## config.mk

```make
export PLATFORM = sky130hd
export DESIGN_NAME = mux16_rr_sched
export DESIGN_NICKNAME = d
export VERILOG_FILES = /design/src/rtl/mux16_rr_sched.sv
export SDC_FILE = /design/constraint.sdc
export NUM_CORES = 1
export LEC_CHECK = 0
export ABC_AREA = 1
export BUFFER_PORTS_ARGS = -buffer_cell sky130_fd_sc_hd__buf_2
export CAP_MARGIN = 40
export CORE_MARGIN = 2
export CORE_UTILIZATION = 45
export DETAILED_ROUTE_END_ITERATION = 12
export HOLD_SLACK_MARGIN = 0.1
export PLACE_DENSITY = 0.72
export REMOVE_ABC_BUFFERS = 1
export SYNTH_ARGS = -nofsm -noshare
export SYNTH_HDL_FRONTEND = slang
export SYNTH_SLANG_ARGS = --single-unit
```

## constraint.sdc

```tcl
create_clock -name clk_i -period 7.02 [get_ports clk_i]
set_input_delay 0.702 -clock clk_i [delete_from_list [all_inputs] [get_ports clk_i]]
set_output_delay 0.702 -clock clk_i [all_outputs]
set_load 0.01 [all_outputs]
```

## src/rtl/mux16_rr_sched.sv

```systemverilog
// Round-robin owner of a shared 16:1 bit-select mux; streams the selected bit
// to one consumer over valid/ready, holding each grant for at most HOLD_MAX beats.
module mux16_rr_sched #(
    parameter int HOLD_MAX = 8,
    parameter int CNT_W    = 8
) (
    input  logic             clk_i,
    input  logic             rst_ni,
    input  logic             en_i,
    input  logic [15:0]      req_i,
    output logic [3:0]       sel_o,
    input  logic             mux_d_i,
    output logic [15:0]      gnt_o,
    output logic             valid_o,
    output logic             data_o,
    input  logic             ready_i,
    output logic             busy_o,
    output logic [CNT_W-1:0] gnt_cnt_o,
    output logic [1:0]       state_o,
    output logic [CNT_W-1:0] beat_cnt_o
);

    // Handshake: a beat transfers in any cycle where valid_o & ready_i is high
    // at the rising edge; valid_o never depends on ready_i, and data_o is
    // stable whenever valid_o is high.

    typedef enum logic [1:0] {
        ST_IDLE    = 2'd0,
        ST_GRANT   = 2'd1,
        ST_RELEASE = 2'd2
    } state_t;

    localparam logic [CNT_W-1:0] BEAT_LAST = CNT_W'(HOLD_MAX - 1);

    state_t           state;
    state_t           state_nxt;
    logic [3:0]       last;
    logic [3:0]       winner;
    logic             found;
    logic [CNT_W-1:0] beat_cnt;
    logic             owner_req;
    logic             xfer;
    logic             last_beat;

    // Scan last+1 .. last+16 (mod 16); the final step wraps back to last itself.
    always_comb begin
        winner = '0;
        found  = 1'b0;
        for (int i = 1; i <= 16; i++) begin
            if (!found && req_i[last + 4'(i)]) begin
                winner = last + 4'(i);
                found  = 1'b1;
            end
        end
    end

    assign owner_req  = req_i[sel_o];
    assign valid_o    = (state == ST_GRANT) && owner_req;
    assign data_o     = valid_o & mux_d_i;
    assign xfer       = valid_o & ready_i;
    assign last_beat  = (beat_cnt == BEAT_LAST);
    assign state_o    = state;
    assign beat_cnt_o = beat_cnt;

    always_comb begin
        state_nxt = state;
        case (state)
            ST_IDLE:    if (en_i && found) state_nxt = ST_GRANT;
            ST_GRANT:   if (!owner_req || (xfer && last_beat)) state_nxt = ST_RELEASE;
            ST_RELEASE: state_nxt = ST_IDLE;
            default:    state_nxt = ST_IDLE;
        endcase
    end

    always_ff @(posedge clk_i or negedge rst_ni) begin
        if (!rst_ni) begin
            state     <= ST_IDLE;
            sel_o     <= '0;
            gnt_o     <= '0;
            busy_o    <= 1'b0;
            gnt_cnt_o <= '0;
            last      <= 4'd15;
            beat_cnt  <= '0;
        end else begin
            state  <= state_nxt;
            busy_o <= (state_nxt != ST_IDLE);
            case (state)
                ST_IDLE: begin
                    if (state_nxt == ST_GRANT) begin
                        sel_o     <= winner;
                        gnt_o     <= 16'd1 << winner;
                        beat_cnt  <= '0;
                        gnt_cnt_o <= gnt_cnt_o + CNT_W'(1);
                    end
                end
                ST_GRANT: begin
                    if (xfer) beat_cnt <= beat_cnt + CNT_W'(1);
                    if (state_nxt == ST_RELEASE) gnt_o <= '0;
                end
                ST_RELEASE: last <= sel_o;
                default: ;
            endcase
        end
    end

endmodule

```

==> results.txt, run 1 <==
outcome -> complete, no violations
post-CTS setup buffer count -> 0
Synth-to-Final Area Change -> 11.1%
worst setup path class -> reg2reg
Max-Cap Viols -> 0
crit path time final -> 4.66 ns
number of I/O pins -> 62
reg2reg end -> beat_cnt_o[4]$_DFFE_PN0P_
Detail Route Antenna Nets -> 0
cell count after synthesis -> 608
GR Overflow Total -> 0
Mapped Area -> 0.00408 sq mm
Starting Density -> 46.6%
Mapped Avg Cell Area -> 6.71 sq um
worst rel slew slack -> 44.1%
cts bufs inserted -> 5
cts hold-fix bufs -> 0
max frequency -> 215 MHz
Setup TNS Final -> 0 ns
FF-to-FF path depth -> 22
FFs w/ async S/R, synth -> 100%
H-tree levels -> 2
die height -> 99.2 microns
Crit path required time -> 7.20 ns
HP Class -> in2async
final wirelength -> 11.5 mm
area of the multi-input gates -> 0.00263 sq mm
critical path peak fanout -> 21
core area -> 0.00876 sq mm
R2R Path Start -> last[1]$_DFFE_PN1N_
DR DRC count -> 0
most frequent cells in the layout -> 196 x nand2_1, 105 x nand3_1, 61 x buf_2, 52 x nor2_1, 48 x inv_1
fin area -> 0.00453 sq mm
initial antenna violation count -> 0
worst skew pair latency -> 0.30 ns
largest net degree at the start of global routing -> 32
final-report hold violation count -> 0
RD Place Congestion -> 1.01
layout cells sized above 1 -> 20.2%
most common cell after layout, fill and taps aside -> nand2_1
drt pass-1 iters -> 5
Worst Setup Slack, final -> 2.36 ns
final period utilization -> 66.3%
CP endpoint kind -> register
first-pass GRT wire length -> 19.4 mm
Register Area -> 0.00108 sq mm
Cell Area, Placed -> 0.00440 sq mm
hpwl dp -> 8.96 mm
# rows -> 34
total die area -> 0.00984 sq mm
arrival time worst endpoint -> 4.84 ns
Final #Nets -> 693
post-synthesis sequential area ratio -> 26.5%
Yosys Warn Count -> 0
Max Slew Vio Count -> 0
crit start category -> register
Yosys cell types -> 45
CP Cell Sequence -> inv_1, ha_1, inv_1, nand3_1, nand3_1, nand2_2, nand2_2, nand2_4, inv_2, nand4_4, nor2_4, nand4_2, nor2_4, nand4_4, nor2_8, nand4_2, nand2_4, nand2_2, nand3_2, o21ai_0, inv_1, nor2_1
Post-synth EDFFs -> 0
Buffers on Ports -> 61
CTS tree -> built
final core utilization -> 51.7%
First DRT Iteration DRCs -> 350
clock sinks -> 43
top_reg_cell synth -> dfrtp_1
post-DR wirelength/cell -> 15.0 microns
Setup violations, final -> 0
Worst Tran Pin Value -> 0.830 ns
ANT cells -> 0
clock transition at the registers of the reported paths -> 0.09 ns
cts repair resizes -> 0
RSZ-0062 raised after global routing -> no
Die Wd -> 99.2 microns
internal reg-to-reg setup slack -> 2.36 ns
Max stage delay on crit path -> 0.78 ns
number of global-route vias before repair -> 4019
skew final -> 0.00791 ns
fill count -> 874
via-per-instance ratio -> 5.55
CTS max path bufs -> 2
Root Driver -> clkbuf_8
post-place setup slack -> 2.49 ns
gr usage total -> 23.8%
Synth Register Bits -> 43
via count -> 4282
CP max stage cell -> dfstp_2
==> logic make-up (layout without fill, tap and decap cells) <==
family / count (synthesis) / after routing / share of synthesized area (%)
buffers and inverters: 75 / 130 / 9.17
xor gates and xnor gates: 16 / 16 / 3.99
DFF: 43 / 43 / 26.5
adders and majority gates: 10 / 10 / 3.07
and+or+nand+nor: 412 / 412 / 49.0
AOI/OAI and AO/OA: 52 / 52 / 8.31
==> per-layer routing <==
metal	track usage (%)	part of all wire, %	vias up
li1	-	-	2101
met1	31.2	43	1940
met2	38.7	45	206
met3	4.85	7.7	35
met4	9.38	3.4	0
met5	0	0	-
==> registers in the layout, indices dropped and copies added (netlist names) <==
signal	count
gnt_o	16
beat_cnt_o	8
gnt_cnt_o	8
last	4
sel_o	4
state_o	2
busy_o	1
==> synth_stat cells (2+ instances only) <==
master | number | share of area (%)
nand2_1 | 196 | 18
inv_1 | 48 | 4.4
nor2_8 | 3 | 1.5
nand2_2 | 17 | 2.6
nor3_1 | 2 | 0.25
o21a_1 | 3 | 0.55
nand2_4 | 6 | 1.7
o21ai_1 | 3 | 0.37
xnor2_1 | 5 | 1.1
a221oi_1 | 3 | 0.64
nand4_2 | 3 | 0.92
inv_2 | 7 | 0.64
nor2_4 | 3 | 0.83
a21oi_4 | 3 | 1.2
dfstp_2 | 4 | 2.6
xor2_1 | 8 | 1.7
ha_1 | 10 | 3.1
a22oi_1 | 2 | 0.37
clkinv_1 | 2 | 0.18
a21oi_1 | 15 | 1.8
nand3_1 | 105 | 13
inv_4 | 2 | 0.31
nand4_4 | 3 | 1.6
nand4_1 | 12 | 1.8
xor2_2 | 3 | 1.2
o21ai_0 | 18 | 2.2
buf_6 | 8 | 2.2
nor2_1 | 52 | 4.8
dfrtp_1 | 39 | 24
nand3_2 | 4 | 0.98
buf_2 | 5 | 0.61
==> worst max-delay path: cells and delay by family, from the launching register on <==
family	cells	cell delay, ns
AO/OA/AOI/OAI	1	0.08
adder cells (fa/ha/maj)	1	0.58
buffers and inverters	4	0.91
flip-flops	1	0.78
AND/OR/NAND/NOR	16	2.21
==> worst max path at each step <==
stage	start	end
2_1_floorplan	last[0]$_DFFE_PN1N_	beat_cnt_o[4]$_DFFE_PN0P_
3_3_place_gp	last[1]$_DFFE_PN1N_	beat_cnt_o[4]$_DFFE_PN0P_
3_5_place_dp	last[1]$_DFFE_PN1N_	beat_cnt_o[4]$_DFFE_PN0P_
4_1_cts	last[1]$_DFFE_PN1N_	gnt_o[4]$_DFFE_PN0P_
5_1_grt	last[1]$_DFFE_PN1N_	gnt_o[15]$_DFFE_PN0P_
6_report	last[1]$_DFFE_PN1N_	beat_cnt_o[4]$_DFFE_PN0P_
==> area by class of cell <==
class                      count  area share, %
multi-input combinational    490           57.9
sequential                    43           23.8
timing repair buffer          62           7.17
inverter                      60           5.10
tap                          108           2.98
clock buffer                   5           1.52
clock inverter                 3           1.49
==> metrics by stage <==
step | std cells | hold WS (ns)
3_5_place_dp | 763 | 0.465
3_3_place_gp | 762 | 0.461
5_1_grt | 771 | 0.296
6_report | 771 | 0.285
2_1_floorplan | 593 | 0.406
4_1_cts | 771 | 0.287
Power of run 1 is not shown: default switching activity piles up to over one toggle a cycle in this logic, so the estimate is an artifact.
==> run 2: changes to the inputs <==
- ABC_AREA: 1 -> 0
- PLACE_DENSITY: 0.72 -> 0.74
- clock period: 7.02 -> 3.8 ns (I/O delays scaled with it)
==> run 2 against run 1 <==
  * The flow now finishes with violations (setup timing)
  * Final area is 36% higher
  * Die area is 6.5% higher
  * Synthesized area is 6.8% higher
  * Register-to-register slack worse by 2.8 ns
  * Fmax is 8.9% higher
  * Synthesized cell count is 30% lower
  * Final cell count is 6.0% lower
  * Setup slack worse by 2.8 ns
  * Clock skew is 0.00081 ns lower
  * Non-clock buffer count is 122 higher
  * Flip-flop and latch count stayed put
==> results.txt, run 2 <==
Yosys Warn Count -> 0 (unchanged)
RD Place Congestion -> 1.01 (about the same)
clock transition at the registers of the reported paths -> 0.09 ns (about the same)
via-per-instance ratio -> 6.64 (+20%)
Yosys cell types -> 80 (+78%)
Setup TNS Final -> -4.94 ns (-4.94 ns)
worst rel slew slack -> 59.5% (+15 points)
DR DRC count -> 0 (unchanged)
Setup violations, final -> 32 (+32)
critical path peak fanout -> 27 (+29%)
Synth-to-Final Area Change -> 41.9%
crit start category -> register
arrival time worst endpoint -> 4.44 ns (-0.40 ns)
Worst Tran Pin Value -> 0.608 ns (-0.222 ns)
Final #Nets -> 626 (-9.7%)
worst setup path class -> reg2reg
cell count after synthesis -> 426 (-30%)
Synth Register Bits -> 43 (unchanged)
core area -> 0.00933 sq mm (+6.4%)
Max Slew Vio Count -> 0 (unchanged)
top_reg_cell synth -> dfrtp_1
Mapped Avg Cell Area -> 10.2 sq um (+52%)
cts bufs inserted -> 5 (unchanged)
GR Overflow Total -> 0 (unchanged)
final wirelength -> 16.6 mm (+44%)
Mapped Area -> 0.00436 sq mm (+6.8%)
Inst Count DP -> 680 (-11%)
final period utilization -> 113% (+46 points)
Max-Cap Viols -> 0 (unchanged)
Root Driver -> clkbuf_8
die height -> 102 microns (+3.2%)
Starting Density -> 46.7% (+0.16 points)
via count -> 4816 (+12%)
Reg with most FFs -> gnt_o
first-pass GRT wire length -> 23.1 mm (+19%)
final-report hold violation count -> 0 (unchanged)
most common cell in the netlist -> nand2_1
number of global-route vias before repair -> 4463 (+11%)
H-tree levels -> 2 (unchanged)
clock sinks -> 43 (unchanged)
commonest cells in the netlist -> 53 x nand2_1, 39 x dfrtp_1, 26 x mux2i_1, 26 x nor2_1, 23 x mux2_2
outcome -> finished, violations left
ANT cells -> 0 (unchanged)
Detail Route Antenna Nets -> 0 (unchanged)
CP endpoint kind -> register
max frequency -> 234 MHz (+8.9%)
most common cell after layout, fill and taps aside -> buf_4
gr usage total -> 28.5% (+4.7 points)
post-synthesis sequential area ratio -> 24.8% (-1.7 points)
number of I/O pins -> 62 (unchanged)
area leader, netlist -> dfrtp_1
final core utilization -> 66.3% (+15 points)
First DRT Iteration DRCs -> 443 (+27%)
CTS tree -> built
number of flip-flops in the largest register -> 16 (unchanged)
CTS max path bufs -> 2 (unchanged)
most frequent cells in the layout -> 106 x buf_4, 62 x buf_2, 53 x nand2_1, 39 x dfrtp_1, 24 x mux2i_1
initial antenna violation count -> 0 (unchanged)
FFs w/ async S/R, synth -> 100% (unchanged)
Worst Setup Slack, final -> -0.476 ns (-2.84 ns)
crit path time final -> 4.28 ns (-0.382 ns)
Crit path required time -> 3.97 ns (-3.23 ns)
total die area -> 0.0105 sq mm (+6.5%)
drt pass-1 iters -> 5 (unchanged)
hpwl dp -> 10.5 mm (+17%)
Buffers on Ports -> 61 (unchanged)
violated checks -> setup timing
# rows -> 35 (+2.9%)
WHS -> 0.495 ns (+0.210 ns)
largest net degree at the start of global routing -> 38 (+19%)
RSZ-0062 raised after global routing -> yes
Die Wd -> 102 microns (+3.2%)
worst skew pair latency -> 0.31 ns (about the same)
post-DR wirelength/cell -> 22.9 microns (+53%)
skew final -> 0.00710 ns (-0.000806 ns)
top-area cell type share of the netlist area -> 22.4% (-1.5 points)
Post-Layout Cell Count -> 725 (-6.0%)
HP Class -> reg2reg
layout cells sized above 1 -> 51.5% (+31 points)
Post-synth EDFFs -> 0 (unchanged)
synth top area cells -> dfrtp_1 22%, mux4_2 9.3%, mux4_1 8.4%
-- run 2: stage by stage --
stage	setup WS, ns	cell area, sq um
6_report	-0.476	6180
5_1_grt	-0.500	6180
4_1_cts	-0.0129	5760
3_5_place_dp	-0.421	5360
3_3_place_gp	-0.255	5340
2_1_floorplan	-0.940	4230
-- run 2: final timing paths --
check | start | end | slack (ns) | depth (start not counted)
worst max-delay path | last[0]$_DFFE_PN1N_ | gnt_o[2]$_DFFE_PN0P_ | -0.48 | 12
max in group asynchronous | rst_ni | last[2]$_DFFE_PN1N_ | 2.78 | 3
worst min-delay path | gnt_o[3]$_DFFE_PN0P_ | gnt_o[3]$_DFFE_PN0P_ | 0.49 | 2
min in group asynchronous | rst_ni | beat_cnt_o[5]$_DFFE_PN0P_ | 0.51 | 2
worst max register to register | last[0]$_DFFE_PN1N_ | gnt_o[2]$_DFFE_PN0P_ | -0.48 | 12
worst min register to register | gnt_o[3]$_DFFE_PN0P_ | gnt_o[3]$_DFFE_PN0P_ | 0.49 | 2
-- run 2: cells by family (layout without fill, tap and decap cells) --
group	Yosys count	after routing	synth area share (%)
DFF	43	43	24.8
xor gates and xnor gates	23	23	4.62
and+or+nand+nor	135	136	15.8
adders and majority gates	10	10	2.87
AOI/OAI and AO/OA	101	101	17.9
muxes	82	82	30.2
buffers and inverters	32	201	3.79
-- run 2: area by class of cell --
| type | count | area [sq um] |
|---|---|---|
| clock inverter | 2 | 38.8 |
| sequential | 43 | 1080 |
| timing repair buffer | 184 | 1300 |
| multi-input combinational | 352 | 3490 |
| fill | 625 | 3140 |
| inverter | 9 | 33.8 |
| clock buffer | 6 | 82.6 |
| tap | 129 | 161 |
-- run 2: repair_timing --
item / in CTS / in global routing
hold buffers: 1 / 0
pin swaps: 7 / 21
gates cloned: 0 / 4
setup buffers: 9 / 24
setup endpoints to repair: 22 / 33
endpoints found under the hold margin: 6 / 0
resized for setup: 39 / 60
-- run 2: worst max-delay path, cell delays in order, from the launching register on --
cell     delay (ns)
dfstp_2        0.57
buf_8          0.24
mux4_1         0.63
a22oi_1        0.33
and3_1         0.33
nand4_1        0.21
buf_4          0.20
nor4_4         0.33
buf_4          0.19
a31oi_4        0.09
or3_4          0.48
buf_4          0.18
o41ai_2        0.34
-- run 2: metal layers --
layer / global-route usage (%) / part of all wire (%)
met1: 38.4 / 37
met2: 46.7 / 48
met3: 4.51 / 10
met4: 10.4 / 5.5
met5: 0 / 0
Power of run 2 is left out for the same reason.
==> run 3: changes to the inputs <==
- PLACE_DENSITY: 0.74 -> 0.71
- clock period: 3.8 -> 5.1 ns (I/O delays scaled with it)
==> run 3 against run 2 <==
  * The run now ends clean
  * Clock skew decreased by 0.00053 ns
  * Utilization down 13 points
  * Global-route usage shrank 3.8 points
  * Count of clock-buffer cells in the layout unchanged
  * Fmax is 9.7% lower
  * Setup slack improved by 0.84 ns
  * Flip-flop and latch count did not move
==> results.txt, run 3 (synthesis gave the netlist of run 2 again) <==
Setup TNS Final -> 0 ns (+4.94 ns)
worst setup path class -> reg2reg
final period utilization -> 92.8% (-20 points)
# rows -> 35 (unchanged)
crit start category -> register
worst skew pair latency -> 0.30 ns (about the same)
final wirelength -> 12.6 mm (-24%)
Setup violations, final -> 0 (-100%)
largest net degree at the start of global routing -> 37 (-2.6%)
Worst Tran Pin Value -> 0.728 ns (+0.119 ns)
RSZ-0062 raised after global routing -> no
most frequent cells in the layout -> 61 x buf_2, 53 x nand2_1, 39 x dfrtp_1, 26 x mux2i_1, 26 x nor2_1
First DRT Iteration DRCs -> 333 (-25%)
hpwl dp -> 9.25 mm (-12%)
CTS tree -> built
RD Place Congestion -> 0.956 (-5.0%)
layout cells sized above 1 -> 29.6% (-22 points)
skew final -> 0.00657 ns (-0.000531 ns)
first-pass GRT wire length -> 20.0 mm (-14%)
H-tree levels -> 2 (unchanged)
total die area -> 0.0105 sq mm (unchanged)
outcome -> complete, no violations
via-per-instance ratio -> 6.42 (-3.4%)
crit path time final -> 4.73 ns (+0.458 ns)
Reg with most FFs -> gnt_o
GR Overflow Total -> 0 (unchanged)
Root Driver -> clkbuf_8
number of flip-flops in the largest register -> 16 (unchanged)
cts bufs inserted -> 5 (unchanged)
worst rel slew slack -> 50.1% (-9.3 points)
post-DR wirelength/cell -> 20.5 microns (-11%)
via count -> 3947 (-18%)
Crit path required time -> 5.28 ns (+1.31 ns)
max frequency -> 211 MHz (-9.7%)
critical path peak fanout -> 10 (-63%)
Final #Nets -> 516 (-18%)
die height -> 102 microns (unchanged)
Starting Density -> 46.7% (unchanged)
DR DRC count -> 0 (unchanged)
core area -> 0.00933 sq mm (unchanged)
post-CTS setup buffer count -> 0 (-9)
clock transition at the registers of the reported paths -> 0.08 ns (about the same)
CTS max path bufs -> 2 (unchanged)
clock sinks -> 43 (unchanged)
initial antenna violation count -> 0 (unchanged)
number of global-route vias before repair -> 3720 (-17%)
Detail Route Antenna Nets -> 0 (unchanged)
Die Wd -> 102 microns (unchanged)
ANT cells -> 0 (unchanged)
Synth-to-Final Area Change -> 13.4%
gr usage total -> 24.7% (-3.8 points)
CP endpoint kind -> register
arrival time worst endpoint -> 4.92 ns (+0.48 ns)
drt pass-1 iters -> 5 (unchanged)
Buffers on Ports -> 61 (unchanged)
number of I/O pins -> 62 (unchanged)
fill count -> 849 (+36%)
Max-Cap Viols -> 0 (unchanged)
most common cell after layout, fill and taps aside -> buf_2
final-report hold violation count -> 0 (unchanged)
Max Slew Vio Count -> 0 (unchanged)
HP Class -> reg2reg
-- run 3: metal layers --
metal | GRT usage (%) | share of wire [%] | vias to the layer above
met3 | 3.21 | 7.5 | 26
met2 | 37.8 | 47 | 177
met5 | 0 | 0 | -
li1 | - | - | 1792
met1 | 36.7 | 44 | 1952
met4 | 7.49 | 2.0 | 0
-- run 3: final timing paths --
kind,to,cells past startpoint,slack [ns],start
min in group asynchronous,beat_cnt_o[5]$_DFFE_PN0P_,2,0.61,rst_ni
worst min register to register,gnt_cnt_o[7]$_DFFE_PN0P_,1,0.47,gnt_cnt_o[7]$_DFFE_PN0P_
max in group asynchronous,last[1]$_DFFE_PN1N_,3,3.97,rst_ni
worst min-delay path,gnt_cnt_o[7]$_DFFE_PN0P_,1,0.47,gnt_cnt_o[7]$_DFFE_PN0P_
worst max register to register,gnt_o[1]$_DFFE_PN0P_,11,0.37,last[1]$_DFFE_PN1N_
worst max-delay path,gnt_o[1]$_DFFE_PN0P_,11,0.37,last[1]$_DFFE_PN1N_
-- run 3: stage by stage --
stage,std cells,cell area (sq um),hold slack (ns),worst slack [ns],util [%]
CTS,615,4930,0.474,0.406,52.9
detailed placement,606,4800,0.372,0.418,51.5
finish,615,4940,0.469,0.366,53.0
floorplan,403,4230,0.214,0.360,-
global placement,604,4780,0.453,0.623,51.2
global route,615,4940,0.514,0.112,53.0
-- run 3: cell type report --
type / instances / area (sq um) / share of cell area (%)
multi-input cells: 351 / 3120 / 63.1
flip-flops and latches: 43 / 1080 / 21.9
repair buffers: 75 / 425 / 8.61
well taps: 129 / 161 / 3.27
clock buffers: 6 / 82.6 / 1.67
clock inverters: 2 / 38.8 / 0.785
inverters: 9 / 33.8 / 0.684
-- run 3: what timing repair did --
item                       in CTS  in global routing
hold endpoints to repair        7                  0
gates resized for setup         0                  1
hold buffers                    1                  0
setup endpoints to repair       0                  2
-- run 3: worst max-delay path, cell delays in order (launching register included) --
cell	delay (ns)
dfstp_2	0.55
inv_1	0.14
ha_1	0.58
mux4_2	0.60
mux2_2	0.34
mux2i_1	0.43
nand4_4	0.29
or2_1	0.34
o311a_1	0.35
o31a_1	0.35
o21a_4	0.26
o41ai_1	0.37
Power of run 3 is left out for the same reason.
